**src/rtl/serial_sub.sv**
```systemverilog
// serial_sub: bit-serial LSB-first subtractor computing A - B - BIN over WIDTH clock cycles.
module serial_sub #(
   parameter int WIDTH = 4
) (
   input  logic             IN_CLK,
   input  logic             IN_RST,
   input  logic             IN_START,
   input  logic [WIDTH-1:0] IN_A,
   input  logic [WIDTH-1:0] IN_B,
   input  logic             IN_BIN,
   output logic [WIDTH-1:0] OUT_DIFF,
   output logic             OUT_BOUT,
   output logic             OUT_OVF,
   output logic             OUT_ZERO,
   output logic             OUT_BUSY,
   output logic             OUT_DONE
);
   localparam int CW = (WIDTH > 1) ? $clog2(WIDTH) : 1;
   typedef enum logic [1:0] {IDLE, RUN, DONE} state_t;
   state_t           r_state, w_next;
   logic [WIDTH-1:0] r_a, r_b, r_d, r_diff, w_d_next;
   logic [CW-1:0]    r_cnt;
   logic             r_bw, r_bout, r_ovf, r_zero;
   logic             w_a_bit, w_b_bit, w_d_bit, w_bw_next, w_last;
   assign w_a_bit   = r_a[r_cnt];
   assign w_b_bit   = r_b[r_cnt];
   assign w_d_bit   = w_a_bit ^ w_b_bit ^ r_bw;
   assign w_bw_next = (~w_a_bit & w_b_bit) | (~(w_a_bit ^ w_b_bit) & r_bw);
   assign w_last    = r_cnt == CW'(WIDTH - 1);
   // Partial difference with the current bit merged in; on the last bit this is the full result.
   assign w_d_next  = r_d | (WIDTH'(w_d_bit) << r_cnt);
   always_ff @(posedge IN_CLK or posedge IN_RST) begin
      if (IN_RST) r_state <= IDLE;
      else        r_state <= w_next;
   end
   always_comb begin
      w_next = (r_state == IDLE) ? (IN_START ? RUN : IDLE) :
               (r_state == RUN)  ? (w_last ? DONE : RUN)   : IDLE;
   end
   always_comb begin
      OUT_BUSY = r_state == RUN;
      OUT_DONE = r_state == DONE;
   end
   always_ff @(posedge IN_CLK or posedge IN_RST) begin
      if (IN_RST) begin
         r_a    <= '0;
         r_b    <= '0;
         r_d    <= '0;
         r_bw   <= 1'b0;
         r_cnt  <= '0;
         r_diff <= '0;
         r_bout <= 1'b0;
         r_ovf  <= 1'b0;
         r_zero <= 1'b0;
      end else if (r_state == IDLE && IN_START) begin
         r_a   <= IN_A;
         r_b   <= IN_B;
         r_bw  <= IN_BIN;
         r_d   <= '0;
         r_cnt <= '0;
      end else if (r_state == RUN) begin
         r_d   <= w_d_next;
         r_bw  <= w_bw_next;
         r_cnt <= r_cnt + 1'b1;
         if (w_last) begin
            r_diff <= w_d_next;
            r_bout <= w_bw_next;
            r_ovf  <= (r_a[WIDTH-1] != r_b[WIDTH-1]) && (w_d_next[WIDTH-1] != r_a[WIDTH-1]);
            r_zero <= ~|w_d_next;
         end
      end
   end
   assign OUT_DIFF = r_diff;
   assign OUT_BOUT = r_bout;
   assign OUT_OVF  = r_ovf;
   assign OUT_ZERO = r_zero;
endmodule

```
**config.mk**
```make
export PLATFORM = sky130hd
export DESIGN_NAME = serial_sub
export DESIGN_NICKNAME = d
export VERILOG_FILES = /design/src/rtl/serial_sub.sv
export SDC_FILE = /design/constraint.sdc
export NUM_CORES = 1
export LEC_CHECK = 0
export BUFFER_PORTS_ARGS = -buffer_cell sky130_fd_sc_hd__clkbuf_2
export CAP_MARGIN = 10
export CELL_PAD_IN_SITES_DETAIL_PLACEMENT = 1
export CELL_PAD_IN_SITES_GLOBAL_PLACEMENT = 1
export CORE_MARGIN = 10
export CORE_UTILIZATION = 45
export CTS_BUF_LIST = sky130_fd_sc_hd__clkbuf_2 sky130_fd_sc_hd__clkbuf_4 sky130_fd_sc_hd__clkbuf_8
export DETAILED_ROUTE_END_ITERATION = 7
export PLACE_DENSITY_LB_ADDON = 0.1
export SYNTH_ARGS = -nofsm -noshare
export SYNTH_HDL_FRONTEND = slang
export SYNTH_SLANG_ARGS = --single-unit
```
**constraint.sdc**
```tcl
create_clock -name IN_CLK -period 2.6 [get_ports IN_CLK]
set_input_delay 0.52 -clock IN_CLK [delete_from_list [all_inputs] [get_ports IN_CLK]]
set_output_delay 0.52 -clock IN_CLK [all_outputs]
set_load 0.03 [all_outputs]
```
Word level (Yosys, flattened, before mapping)
Cells that the tools add are included.
Word-level totals
  register bits after elaboration: 24
  output and inout bits: 9
  word-level logic and storage cells: 48
Operators by class
  $lt $le $gt $ge: 1
  eq/ne operators: 5
  shifts and indexed selects: 1
  multiplexer cells: 14
  reductions and logical operators: 7
  add/sub/neg operators: 1
  bitwise logic cells: 9
Operator list (count)
  two-way mux 2 bit: 5
  two-way mux 4 bit: 2
  two-way mux 1 bit: 5
  binary-select mux 1 bit (select 2 bit): 2
  equality test 2 bit, second input constant: 2
  bitwise OR 4 bit: 1
  OR reduction 4 bit: 1
  left shift 1 x 2 -> 4 bit: 1
  < comparator 2 x 3 -> 1 bit, second input constant: 1
  NOT 1 bit: 3
  AND reduction 3 bit: 1
  adder 2 x 1 -> 2 bit, second input constant: 1
  AND 1 bit: 2
  equality test 2 x 1 -> 1 bit, second input constant: 1
  logical AND 1 bit: 2
  zero test 2 bit: 1
  inequality test 1 bit: 2
  nonzero test 2 bit: 1
  XOR 1 bit: 2
  zero test 1 bit: 1
  bitwise OR 1 bit: 1

Logic depth before layout (Yosys ltp)
  depth in word-level cells: 8
  gate-level depth with buffers: 7

Least setup slack after synthesis
OpenSTA, ideal clock, no wires.
  path type: reg2reg
  start point: register r_cnt[0]
  end point: register r_ovf (netlist: OUT_OVF)
  arrival: 2.210 ns
  cell stages (with the launch flop): 7
  setup time: 0.080 ns
  buffers on the path: 1
  setup slack: 0.311 ns
  path through: dfrtp_1 -> buf_4 -> mux4_1 -> fa_1 -> a31oi_2 -> or3_1 -> a2bb2oi_1
Between the ends
  cells in the longest elaborated chain, start to end: 8
  elaborated cells on any way between the ends: 12
RTL lines
  start: declaration: RTL line 22  | logic [CW-1:0] r_cnt;
  start signal: assignment: RTL line 64  | r_cnt <= r_cnt + 1'b1;
  binary-select mux 1 bit (select 2 bit), on equally long branches: RTL line 25, 26
  two-way mux 1 bit, on equally long branches: RTL line 25, 26
  XOR 1 bit (2 in a row): RTL line 27  | assign w_d_bit = w_a_bit ^ w_b_bit ^ r_bw;
  left shift 1 x 2 -> 4 bit: RTL line 31  | assign w_d_next = r_d | (WIDTH'(w_d_bit) << r_cnt);
  bitwise OR 4 bit: RTL line 31
  inequality test 1 bit: RTL line 68  | r_ovf <= (r_a[WIDTH-1] != r_b[WIDTH-1]) && (w_d_next[WIDTH-1] != r_a[WIDTH-1]);
  logical AND 1 bit: RTL line 68
  end signal: assignment: RTL line 68
  end: declaration: RTL line 23  | logic r_bw, r_bout, r_ovf, r_zero;
Several ways; a longest one is shown, not always the timed one. The select of a mux whose other input is x is not followed.
A chain may end at the register's enable or synchronous reset.

Final worst setup path
Ends and elaborated chain as after synthesis.

==> impl_metrics.yaml <==
place:
  hpwl_um: 1890
  gp_congestion: 0.716
  dp.cells: 135
  placed_cell_area_um2: 1230
  place_worst_setup_slack_ns: 0.284
  port_buffers: 20
synth:
  synth-seq-cells: 24
  ys_types: 29
  mean_instance_size_in_the_synthesized_netlist_um2: 12.5
  synth_cells: 89
  yosys-top-cells-area: "dfrtp_1 (54%), mux2_2 (8.1%), mux4_1 (4.7%)"
  yosysSeqAreaShare_pct: 53.8
  synthesis_warnings: 0
  synthesis.nets: 103
  synthDominantCellAreaShare_pct: 53.8
  netlist.top_cell.by_area: "dfrtp_1"
  mappedNetlistArea_um2: 1120
timing:
  timing.final.setup_violations: 0
  worst_slew_margin_rel_pct: 39.2
  clock.fmax_ghz: 0.425
  final_report_max_slew_violation_count: 0
  period_minus_slack_ns: 2.35
  skew_ns: 0.00293
  max_slew.worst_pin.slew_ns: 0.911
  holdWs_ns: 0.368
  rsz_0062_raised_after_global_routing: "no"
  post-route-worst-setup-slack_ns: 0.249
  min_period_over_period_pct: 90.4
  totalNegativeSetupSlack_ns: 0
  finalHoldViolCount: 0
drt:
  vias: 740
  drt_first_iter_violations: 37
  totalWireLength_um: 2350
  route.detailed.drc: 0
  antenna_violating_nets_post_route: 0
  detail_route.wl_per_cell_um: 17.0
  drtPass1Iterations: 4
  vias_per_cell: 5.36
setup_path:
  cp-start-kind: "flip-flop"
  worstPathRequired_ns: 2.85
  cp_data_arrival_time_ns: 2.60
  largest_stage_delay_on_the_critical_path_ns: 0.63
  r2r-end: "OUT_OVF$_DFFE_PP0P_"
  cp-end-kind: "flip-flop"
  rr_startpoint: "r_cnt[0]$_DFFE_PP0P_"
  crit_path_top_delay_cell: "fa_1"
  path_max_fanout: 5
  critical_path.cell_chain: "mux4_1, fa_1, a31oi_2, or3_1, a2bb2oi_1"
  r2r_slack_ns: 0.25
  r2r_cells: 5
  worstPathBufferInverterCount: 0
  critPathKind: "flip-flop to flip-flop"
  path_delay_family: "adder cells"
cts:
  tritoncts: "yes"
  cts_buffers: 3
  numClockSinks: 24
  cts_post_setup_buffers_inserted: 0
  clockBufferDepth: 2
  cts.hold.buffers_added: 0
  cts_max_level: 1
  clkSlewWorstSetupHoldPaths_ns: 0.12
  clk_latency_worst_skew_pair_ns: 0.31
  postCtsResizedCells: 0
  cts-root-buf: "clkbuf_4"
cells_and_area:
  finalNonFillerCells: 138
  synthToLayoutAreaGrowth_pct: 12.4
  fillCellCount: 252
  num_antenna_cells: 0
  postLayoutCellArea_um2: 1250
  final_stage_net_count: 126
  core_utilization_of_the_finished_layout_pct: 54.6
  most_frequent_cells_in_the_layout: "dfrtp_1 (24), clkbuf_2 (20), nand2_1 (8), mux2_2 (8), inv_1 (7)"
  final_common_cell: "dfrtp_1"
  final_layout_size_suffix_gt1_share_pct: 39.1
run:
  drv.max_cap_violation_count: 0
floorplan:
  core_area_um2: 2300
  floorplan_die_width_um: 69.8
  row_count: 17
  initial_utilization_pct: 48.6
  num_io_pins: 21
  fp.dieArea_um2: 4870
  die_height_um: 69.8
worst_hold_path:
  tightest_hold_check_type: "input pin to asynchronous set/reset pin"
pwr:
  power.static_leakage_nw: 0.625
  vdd.ir_drop.worst_v: 0.000719
  design_power_total_mw: 1.75
  cellPowerDensity_nw_per_um2: 1400
outcome:
  outcome: "finished clean"
global_routing:
  globalRouteTotalUtil_pct: 9.93
  grt.overflow.total: 0
  grt_pass1_vias: 820
  antenna_found_initial: 0
  grt_first_pass_wirelength_um: 3960
  grt_max_degree: 25
==> worst max-delay path by stage <==
stage / end / slack (ns) / start / cells past startpoint
floorplan: OUT_OVF$_DFFE_PP0P_ / 0.31 / r_cnt[0]$_DFFE_PP0P_ / 6
global placement: OUT_OVF$_DFFE_PP0P_ / 0.35 / r_cnt[0]$_DFFE_PP0P_ / 5
detailed placement: OUT_OVF$_DFFE_PP0P_ / 0.28 / r_cnt[0]$_DFFE_PP0P_ / 5
CTS: OUT_OVF$_DFFE_PP0P_ / 0.25 / r_cnt[0]$_DFFE_PP0P_ / 5
global route: OUT_OVF$_DFFE_PP0P_ / 0.15 / r_cnt[0]$_DFFE_PP0P_ / 5
finish: OUT_OVF$_DFFE_PP0P_ / 0.25 / r_cnt[0]$_DFFE_PP0P_ / 5
==> routing by layer <==
metal | part of all wire [%] | up-vias | GRT usage, %
met5 | 0 | - | 0
met4 | 2.6 | 0 | 5.22
met3 | 7.4 | 7 | 3.57
met2 | 50 | 24 | 17.0
met1 | 40 | 355 | 10.3
li1 | - | 354 | -
==> sequential cells by signal, indices dropped and copies added, names as in the netlist <==
signal,count
OUT_BOUT,1
OUT_DIFF,4
OUT_OVF,1
OUT_ZERO,1
r_a,4
r_b,4
r_bw,1
r_cnt,2
r_d,4
r_state,2
==> final cells by class <==
type                    count  area (µm²)  area share [%]
inverters                   8        31.3            2.49
repair buffers             21         108            8.57
flip-flops and latches     24         601            47.9
clock buffers               3        22.5            1.79
well taps                  28        35.0            2.79
multi-input cells          54         458            36.5
==> power breakdown <==
group	internal, mW	switching [mW]	total (mW)
Clock	0.0542	0.107	0.161
Sequential	0.536	0.133	0.669
Combinational	0.384	0.540	0.924
Total	0.974	0.780	1.75
==> worst reg2reg max path, stage by stage, from the launching register on <==
cell and delay [ns]:
dfrtp_1 0.41, mux4_1 0.59, fa_1 0.63, a31oi_2 0.17, or3_1 0.33, a2bb2oi_1 0.15
==> logic make-up after synthesis <==
| group | synth area share [%] |
|---|---|
| buf+inv | 5.16 |
| simple gates | 12.0 |
| flops | 53.8 |
| fa+ha+maj | 2.91 |
| mux | 12.8 |
| compound gates | 13.3 |
==> synthesized netlist by cell type (all sizes together) <==
| cell | instances |
|---|---|
| nand2 | 8 |
| nor2 | 6 |
| mux2 | 8 |
| and2b | 1 |
| nand2b | 2 |
| o22a | 1 |
| clkinv | 1 |
| a31oi | 5 |
| fa | 1 |
| or3 | 1 |
| inv | 7 |
| ha | 1 |
| nor3b | 1 |
| a21oi | 6 |
| buf | 3 |
| o21ai | 6 |
| nand3b | 1 |
| mux4 | 2 |
| o31ai | 1 |
| dfrtp | 24 |
| or4 | 1 |
| o22ai | 1 |
| a2bb2oi | 1 |
(Power assumes the default switching activity.)
